### src/rtl/spi_pkg.sv
// Shared SPI definitions: shifter state encoding and command codes.
// Also imported by the command/select state machine.
package spi_pkg;

  typedef enum logic [1:0] {
    IDLE  = 2'd0,
    SHIFT = 2'd1,
    DONE  = 2'd2
  } spi_state_t;

  localparam logic [3:0] SPI_RD = 4'h1;
  localparam logic [3:0] SPI_WR = 4'h2;

endpackage

### src/rtl/spi_sync_edge.sv
// Brings sclk, cs_n and mosi into the clk domain through two-flop
// synchronisers. One extra flop on sclk provides rise/fall detection.
// mosi and cs_n share the same two-flop latency as sclk. Because of that,
// a synchronised mosi sampled on a detected rise still lines up with the pin edge.
module spi_sync_edge (
  input  logic clk,
  input  logic rst,
  input  logic sclk,
  input  logic cs_n,
  input  logic mosi,
  output logic rise,
  output logic fall,
  output logic level,
  output logic cs_n_s,
  output logic mosi_s
);

  logic sclk_s1, sclk_s2, sclk_d;
  logic cs_s1, cs_s2;
  logic mosi_s1, mosi_s2;

  // Synchroniser chains plus the sclk history flop
  always_ff @(posedge clk or posedge rst) begin
    if (rst) begin
      sclk_s1 <= 1'b0;
      sclk_s2 <= 1'b0;
      sclk_d  <= 1'b0;
      cs_s1   <= 1'b0;
      cs_s2   <= 1'b0;
      mosi_s1 <= 1'b0;
      mosi_s2 <= 1'b0;
    end else begin
      sclk_s1 <= sclk;
      sclk_s2 <= sclk_s1;
      sclk_d  <= sclk_s2;
      cs_s1   <= cs_n;
      cs_s2   <= cs_s1;
      mosi_s1 <= mosi;
      mosi_s2 <= mosi_s1;
    end
  end

  assign rise   = sclk_s2 & ~sclk_d;
  assign fall   = ~sclk_s2 & sclk_d;
  assign level  = sclk_s2;
  assign cs_n_s = cs_s2;
  assign mosi_s = mosi_s2;

endmodule

### src/rtl/spi_slave_shifter.sv
// SPI mode-0 slave shifter, oversampled by clk (>= 4x sclk).
// Optional overrun detection is enabled by defining SPI_OVERRUN_EN.
//
// state | meaning
// IDLE  | cs_n high, or no fresh frame since reset; miso held at 0
// SHIFT | shifting bits of the current unit
// DONE  | one-clk completion cycle; done=1 and tx_data is reloaded on exit
module spi_slave_shifter
  import spi_pkg::*;
#(
  parameter int WIDTH = 8,
  parameter int CMD_W = 4
) (
  input  logic             clk,
  input  logic             rst,
  input  logic             sclk,
  input  logic             cs_n,
  input  logic             mosi,
  output logic             miso,
  input  logic [WIDTH-1:0] tx_data,
  input  logic             byte_ack,
  output logic [WIDTH-1:0] rx_data,
  output logic [CMD_W-1:0] cmd,
  output logic             done,
  output logic             overrun
);

  localparam int CNT_W = (WIDTH > 2) ? $clog2(WIDTH) : 1;
  localparam logic [CNT_W-1:0] LAST = CNT_W'(WIDTH - 1);

  logic rise, fall, cs_s, mosi_s, sclk_level_unused;

  spi_sync_edge u_sync (
    .clk    (clk),
    .rst    (rst),
    .sclk   (sclk),
    .cs_n   (cs_n),
    .mosi   (mosi),
    .rise   (rise),
    .fall   (fall),
    .level  (sclk_level_unused),
    .cs_n_s (cs_s),
    .mosi_s (mosi_s)
  );

  spi_state_t       state_q, state_d;
  logic [CNT_W-1:0] cnt_q, cnt_d;
  logic [WIDTH-1:0] rx_sr_q, rx_sr_d;
  logic [WIDTH-1:0] tx_sr_q, tx_sr_d;
  logic [WIDTH-1:0] rx_data_q, rx_data_d;
  logic             armed_q;

  // The synchronised cs_n clears to 0 (looks selected) on reset.
  // armed_q blocks IDLE->SHIFT until cs_n has been seen high, so reception
  // only restarts on a fresh frame.
  always_ff @(posedge clk or posedge rst) begin
    if (rst)       armed_q <= 1'b0;
    else if (cs_s) armed_q <= 1'b1;
  end

  // State and datapath registers
  always_ff @(posedge clk or posedge rst) begin
    if (rst) begin
      state_q   <= IDLE;
      cnt_q     <= '0;
      rx_sr_q   <= '0;
      tx_sr_q   <= '0;
      rx_data_q <= '0;
    end else begin
      state_q   <= state_d;
      cnt_q     <= cnt_d;
      rx_sr_q   <= rx_sr_d;
      tx_sr_q   <= tx_sr_d;
      rx_data_q <= rx_data_d;
    end
  end

  // Next-state and datapath update. A completing rise wins over cs_n high.
  // The fall that follows the last rise of a unit finds cnt_q == 0. It is
  // ignored so the freshly reloaded MSB stays on miso.
  always_comb begin
    state_d   = state_q;
    cnt_d     = cnt_q;
    rx_sr_d   = rx_sr_q;
    tx_sr_d   = tx_sr_q;
    rx_data_d = rx_data_q;
    done      = 1'b0;
    case (state_q)
      IDLE: begin
        if (armed_q && !cs_s) begin
          state_d = SHIFT;
          cnt_d   = '0;
          tx_sr_d = tx_data;
        end
      end
      SHIFT: begin
        if (rise && cnt_q == LAST) begin
          state_d   = DONE;
          rx_sr_d   = {rx_sr_q[WIDTH-2:0], mosi_s};
          rx_data_d = {rx_sr_q[WIDTH-2:0], mosi_s};
        end else if (cs_s) begin
          state_d = IDLE;
        end else if (rise) begin
          rx_sr_d = {rx_sr_q[WIDTH-2:0], mosi_s};
          cnt_d   = cnt_q + CNT_W'(1);
        end else if (fall && cnt_q != '0) begin
          tx_sr_d = tx_sr_q << 1;
        end
      end
      DONE: begin
        done = 1'b1;
        if (cs_s) begin
          state_d = IDLE;
        end else begin
          state_d = SHIFT;
          cnt_d   = '0;
          tx_sr_d = tx_data;
        end
      end
      default: state_d = IDLE;
    endcase
  end

  assign miso    = (state_q != IDLE) & tx_sr_q[WIDTH-1];
  assign rx_data = rx_data_q;
  assign cmd     = rx_data_q[WIDTH-1 -: CMD_W];

`ifdef SPI_OVERRUN_EN
  logic pending_q, overrun_q;

  // Unacked-unit tracking; an ack in the completion cycle still leaves
  // the new unit pending without flagging an overrun
  always_ff @(posedge clk or posedge rst) begin
    if (rst) begin
      pending_q <= 1'b0;
      overrun_q <= 1'b0;
    end else if (done) begin
      if (pending_q && !byte_ack) overrun_q <= 1'b1;
      pending_q <= 1'b1;
    end else if (byte_ack) begin
      pending_q <= 1'b0;
    end
  end

  assign overrun = overrun_q;
`else
  logic byte_ack_unused;
  assign byte_ack_unused = byte_ack;
  assign overrun         = 1'b0;
`endif

endmodule

### config.mk
export PLATFORM = sky130hd
export DESIGN_NAME = spi_slave_shifter
export DESIGN_NICKNAME = d
export VERILOG_FILES = /design/src/rtl/spi_pkg.sv /design/src/rtl/spi_sync_edge.sv /design/src/rtl/spi_slave_shifter.sv
export SDC_FILE = /design/constraint.sdc
export NUM_CORES = 1
export LEC_CHECK = 0
export CELL_PAD_IN_SITES_DETAIL_PLACEMENT = 0
export CELL_PAD_IN_SITES_GLOBAL_PLACEMENT = 1
export CORE_ASPECT_RATIO = 0.9
export CORE_UTILIZATION = 41
export CTS_CLUSTER_SIZE = 14
export DETAILED_ROUTE_END_ITERATION = 8
export MAX_ROUTING_LAYER = met4
export PLACE_DENSITY = 0.8
export SYNTH_ARGS = -nofsm -noshare
export SYNTH_HDL_FRONTEND = slang
export SYNTH_HIERARCHICAL = 1
export SYNTH_SLANG_ARGS = --single-unit
### constraint.sdc
create_clock -name clk -period 2.2 [get_ports clk]
set_input_delay 0.66 -clock clk [delete_from_list [all_inputs] [get_ports clk]]
set_output_delay 0.66 -clock clk [all_outputs]
set_load 0.02 [all_outputs]
==> results.md, run 1 <==
* Grt ovf at 0
* First-pass GRT wire length at 3800 µm
* Async S/R FF share, synth at 100%
* Final Hold Fails at 0
* Power density cells at 828 nW/µm²
* I/O Buffers at 26
* Seq/Total Area, Yosys at 58.6%
* CTS tree: done
* Syn_nets at 124
* CP Max Fanout at 4
* Setup Viol. Count Final at 0
* Worst setup SP type: flip-flop
* Synth Register Bits at 36
* Cells after synthesis at 107
* Initial antenna violation count at 0
* Vias in the first global route at 831
* Total Power at 1600 µW
* # clock sinks at 36
* Most used DFF post-synth: dfrtp_1
* Outcome: complete, no violations
* Yosys warns at 6
* Min cycle time layout at 2.07 ns
* Share of cells above drive strength 1 at 34.1%
* Netlist cell types at 25
* Max-cap violations at 0
* Antenna-violating nets left at 0
* Leak at 0.000881 µW
* I/O pin count at 29
* Hold_buf cts at 0
* Largest net degree at the start of global routing at 30
* Row count at 20
* Post-CTS setup repair buffer count at 0
* Root buf cell: clkbuf_8
* DIE AREA at 4000 µm²
* Diodes inserted at 0
* Die Y at 60.1 µm
* Area of the core at 3480 µm²
* Drt pass-1 iters at 4
* Final net count at 151
* Post-synth EDFFs at 0
* Clock skew at 0.00543 ns
* Placer's final routability congestion estimate at 0.729
* Clock transition at the registers of the reported paths at 0.07 ns
* Clock buffer depth at 2
* Resize count post-CTS at 0
* # DRC at 0
* Setup TNS at 0 ns
* Data required, critical path at 1.54 ns
* Cell Area, Synth at 1540 µm²
* 1st-iter DRT viols at 38
* Worst skew pair latency at 0.28 ns
* Routed wire per std cell at 12.8 µm
* Multi-input gate area at 557 µm²
* Type of element capturing the critical path: output pin
* WS Path Type: flip-flop to output pin
* Register area at 901 µm²
* Syn avg cell area at 14.4 µm²
* H-tree depth at 2
* RSZ-0062 raised after global routing: no
* VDD IR-drop max at 0.400 mV
* Initial Util at 44.2%
* HP Class: flip-flop to flip-flop
* Clock buffer count from CTS at 5
* # fillers at 284
* Final Max Tran Viols at 0
* GRT Util Overall at 14.0%
* Die width at 66.5 µm
* Total number of vias at 863
* Drt via density at 4.82
* Fin crit share at 94.2%
* Critical path data arrival time at 1.41 ns
* Synthesis-to-finish area growth at 26.1%
* Fmax at 482 MHz
* Final wirelength at 2300 µm
final timing paths:
| check | endpoint | start | slack [ns] | cells past startpoint |
|---|---|---|---|---|
| worst max register to register | tx_sr_q[1] | cnt_q[0] | 0.28 | 6 |
| worst min register to register | u_sync/level | u_sync/sclk_s1 | 0.36 | 0 |
| max in group asynchronous | rx_data[1] | rst | 1.15 | 3 |
| worst max-delay path | miso | state_q[1] | 0.13 | 2 |
| worst min-delay path | u_sync/level | u_sync/sclk_s1 | 0.36 | 0 |
| min in group asynchronous | u_sync/sclk_d | rst | 0.63 | 2 |
placed cells by master, fill, tap and decap left out:
cell type / instances
a211oi_4: 1
a21boi_2: 1
a21o_1: 1
a21oi_4: 1
a22o_1: 2
and2b_2: 1
and2b_4: 1
buf_4: 1
bufinv_16: 1
clkbuf_8: 7
clkdlybuf4s50_1: 26
conb_1: 1
dfrtp_1: 36
ha_1: 3
inv_1: 8
mux2_2: 30
nand2_1: 2
nand2b_1: 1
nand3_1: 1
nand3_2: 1
nand3b_1: 1
nor2_1: 2
nor2b_1: 2
o21a_1: 1
o21bai_1: 1
o32ai_1: 1
or2_2: 1
sequential cells by signal, summed over array words and instances, names as in the netlist:
name and count:
armed_q 1, cnt_q 3, rx_data 8, rx_sr_q 7, state_q 2, tx_sr_q 8
u_sync/cs_n_s 1, u_sync/cs_s1 1, u_sync/level 1, u_sync/mosi_s 1, u_sync/mosi_s1 1, u_sync/sclk_d 1
u_sync/sclk_s1 1
through the flow:
| step | util [%] | hold slack, ns | cell area (µm²) | worst slack (ns) | cells |
|---|---|---|---|---|---|
| 3_5_place_dp | 52.1 | 0.340 | 1810 | 0.288 | 171 |
| 2_1_floorplan | - | 0.331 | 1540 | 0.449 | 107 |
| 4_1_cts | 55.7 | 0.355 | 1940 | 0.101 | 179 |
| 3_3_place_gp | 52.1 | 0.334 | 1810 | 0.293 | 171 |
| 6_report | 55.7 | 0.358 | 1940 | 0.127 | 179 |
| 5_1_grt | 55.7 | 0.369 | 1940 | 0.0596 | 179 |
per-layer routing:
| metal | track usage, % | vias up | routed length [µm] |
|---|---|---|---|
| li1 | - | 411 | - |
| met1 | 16.9 | 427 | 1100 |
| met2 | 20.6 | 23 | 1070 |
| met3 | 5.73 | 2 | 127 |
| met4 | 6.38 | 0 | 8 |
| met5 | - | - | 0 |
synth_stat cells (all sizes together) (2+ instances only):
| master | number | area (µm²) |
|---|---|---|
| buf | 6 | 45.0 |
| ha | 3 | 37.5 |
| dfrtp | 36 | 901 |
| nor2b | 2 | 12.5 |
| nor2 | 2 | 7.51 |
| nand2 | 2 | 7.51 |
| nand3 | 2 | 15.0 |
| mux2 | 30 | 338 |
| a22o | 2 | 17.5 |
| inv | 8 | 30.0 |
| and2b | 2 | 18.8 |
cells by family (layout without fill, tap and decap cells):
logic type | after synthesis | after routing | synth area share [%]
fa+ha+maj | 3 | 3 | 2.44
simple gates | 13 | 13 | 5.29
other cells | 1 | 1 | 0.244
mux | 30 | 30 | 22.0
flops | 36 | 36 | 58.6
buf+inv | 15 | 43 | 5.13
compound gates | 9 | 9 | 6.27
worst max-delay path, stage by stage (launching register included):
cell and delay, ns:
dfrtp_1 0.40, o21a_1 0.19, clkdlybuf4s50_1 0.54
final cells by class:
type,count,share of cell area [%]
sequential,36,46.5
clock buffer,7,4.97
inverter,8,1.55
timing repair buffer,27,13.8
clock inverter,1,1.55
tap,44,2.84
multi-input combinational,56,28.7
power breakdown:
group | internal, µW | switching (µW) | leakage (µW)
sequential | 746 | 47.2 | 0.000457
clock | 400 | 220 | 0.0000645
combinational | 121 | 70.7 | 0.000359
(Power assumes the default switching activity.)
==> inputs of run 2 (changes only) <==
Settings changed: CAP_MARGIN from default to 30.
==> results of run 2 <==
Final layout, timing and power as in run 1 (identical DEF).
==> inputs of run 3 (changes only) <==
Settings changed: CELL_PAD_IN_SITES_GLOBAL_PLACEMENT 1 to 2, CORE_UTILIZATION 41 to 35, PLACE_DENSITY 0.8 to 0.81.
==> run 3 against run 2 <==
  * Sequential power about the same
  * Hold slack lost 0.0055 ns
  * Via count grew 0.12%
  * Critical path depth is the same
  * Design area is essentially flat
  * Critical path type unchanged
==> results.md, run 3 (synthesized netlist as in run 1, its figures left out) <==
* Outcome: complete, no violations
* GRT Util Overall at 12.8% (-1.2 points)
* # DRC at 0 (unchanged)
* Leak at 0.000872 µW (-1.1%)
* Most frequent cells in the layout: dfrtp_1 (36), mux2_2 (30), clkdlybuf4s50_1 (26)
* Type of element capturing the critical path: output pin
* Largest net degree at the start of global routing at 30 (unchanged)
* FF-to-FF setup slack at 0.27 ns (about the same)
* Hold Crit Depth at 0 (unchanged)
* VDD IR-drop max at 0.387 mV (-3.4%)
* WS Path Type: flip-flop to output pin
* Resize count post-CTS at 0 (unchanged)
* CP Max Fanout at 4 (unchanged)
* Worst hold start: u_sync/mosi_s1
* Initial antenna violation count at 0 (unchanged)
* I/O Buffers at 26 (unchanged)
* Detailed Place HPWL at 1730 µm
* H-tree depth at 2 (unchanged)
* Die Y at 64.9 µm (+8.0%)
* Fin crit share at 95.2% (+1.0 points)
* Root buf cell: clkbuf_8
* Setup Viol. Count Final at 0 (unchanged)
* Final net count at 151 (unchanged)
* Die width at 71.8 µm (+8.0%)
* Clock skew at 0.00505 ns (-0.000386 ns)
* Hold_buf cts at 0 (unchanged)
* Min cycle time layout at 2.09 ns (+0.0223 ns)
* Worst r2r src: cnt_q[1]
* RR Endpoint: tx_sr_q[5]
* Data required, critical path at 1.54 ns (about the same)
* RSZ-0062 raised after global routing: no
* Crit-path slowest cell: clkdlybuf4s50_1
* Worst skew pair latency at 0.28 ns (about the same)
* Diodes inserted at 0 (unchanged)
* Antenna-violating nets left at 0 (unchanged)
* Drt via density at 4.43 (-8.1%)
* Fmax at 477 MHz (-1.1%)
* Post-CTS setup repair buffer count at 0 (unchanged)
* Row count at 22 (+10%)
* Max-cap violations at 0 (unchanged)
* Max incr delay on CP at 0.61 ns (+0.07 ns)
* Routed wire per std cell at 12.6 µm (-2.1%)
* Clock transition at the registers of the reported paths at 0.07 ns (about the same)
* Initial Util at 37.0% (-7.2 points)
* Worst hold endpoint: u_sync/mosi_s
* Leading cell type in the layout, fill and taps excluded: dfrtp_1
* Setup ws final at 0.105 ns (-0.0223 ns)
* DIE AREA at 4660 µm² (+17%)
* Area of the core at 4160 µm² (+19%)
* Reg2Reg Depth at 6 (unchanged)
* Total Power at 1550 µW (-3.5%)
* Final wirelength at 2450 µm (+6.7%)
* Final Hold Fails at 0 (unchanged)
* Share of cells above drive strength 1 at 33.3% (-0.74 points)
* Synthesis-to-finish area growth at 26.1% (about the same)
* Setup TNS at 0 ns (unchanged)
* 1st-iter DRT viols at 22 (-42%)
* I/O pin count at 29 (unchanged)
* Grt ovf at 0 (unchanged)
* Vias in the first global route at 907 (+9.1%)
* CTS tree: done
* Worst setup SP type: flip-flop
* # clock sinks at 36 (unchanged)
* First-pass GRT wire length at 4200 µm (+11%)
* Placer's final routability congestion estimate at 0.715 (-1.9%)
* Clock buffer count from CTS at 5 (unchanged)
* Drt pass-1 iters at 4 (unchanged)
* HP Class: flip-flop to flip-flop
* CP cell instances: nor2b_1, clkdlybuf4s50_1
* Power density cells at 799 nW/µm² (-3.6%)
* Critical path data arrival time at 1.43 ns (+0.02 ns)
* Clock buffer depth at 2 (unchanged)
* Total number of vias at 864 (+0.12%)
* Pre-CTS setup slack at 0.266 ns (-0.0216 ns)
* Final Max Tran Viols at 0 (unchanged)
## run 3: final cells by class
type,instances,area [µm²]
fillers,381,2220
flip-flops and latches,36,901
repair buffers,27,268
clock inverters,2,35.0
clock buffers,6,72.6
multi-input cells,56,557
well taps,60,75.1
inverters,8,30.0
## run 3: power breakdown
group	switching [µW]	internal, µW
logic	71.4	121
clock network	224	336
registers	50.0	746
total	345	1200
## run 3: critical path, delay by kind of cell (launching register included)
kind                   cells  cell delay (ns)
AND/OR/NAND/NOR            1             0.13
buffers and inverters      1             0.61
flip-flops                 1             0.41
## run 3: layer usage
layer / GRT usage [%] / vias up / share of wire, %
met1: 14.8 / 435 / 45
met3: 6.07 / 4 / 4.2
met5: - / - / 0
li1: - / 410 / -
met2: 19.0 / 15 / 50
met4: 5.88 / 0 / 0.77
## run 3: worst max-delay path by stage
stage                           from         end  slack [ns]  cells after the start
after floorplan             cnt_q[0]  tx_sr_q[1]        0.45                      6
after global placement      cnt_q[1]  tx_sr_q[5]        0.30                      6
after detailed placement    cnt_q[1]  tx_sr_q[5]        0.27                      6
after CTS                 state_q[0]        done        0.07                      2
after global routing      state_q[0]        done        0.05                      2
final                     state_q[0]        done        0.11                      2
## run 3: metrics by stage
step | util, % | cells | area (µm²) | hold slack (ns)
after global placement | 44.0 | 187 | 1830 | 0.337
final | 46.6 | 195 | 1940 | 0.353
after detailed placement | 44.0 | 187 | 1830 | 0.342
after CTS | 46.6 | 195 | 1940 | 0.358
after global routing | 46.6 | 195 | 1940 | 0.356
after floorplan | - | 107 | 1540 | 0.331
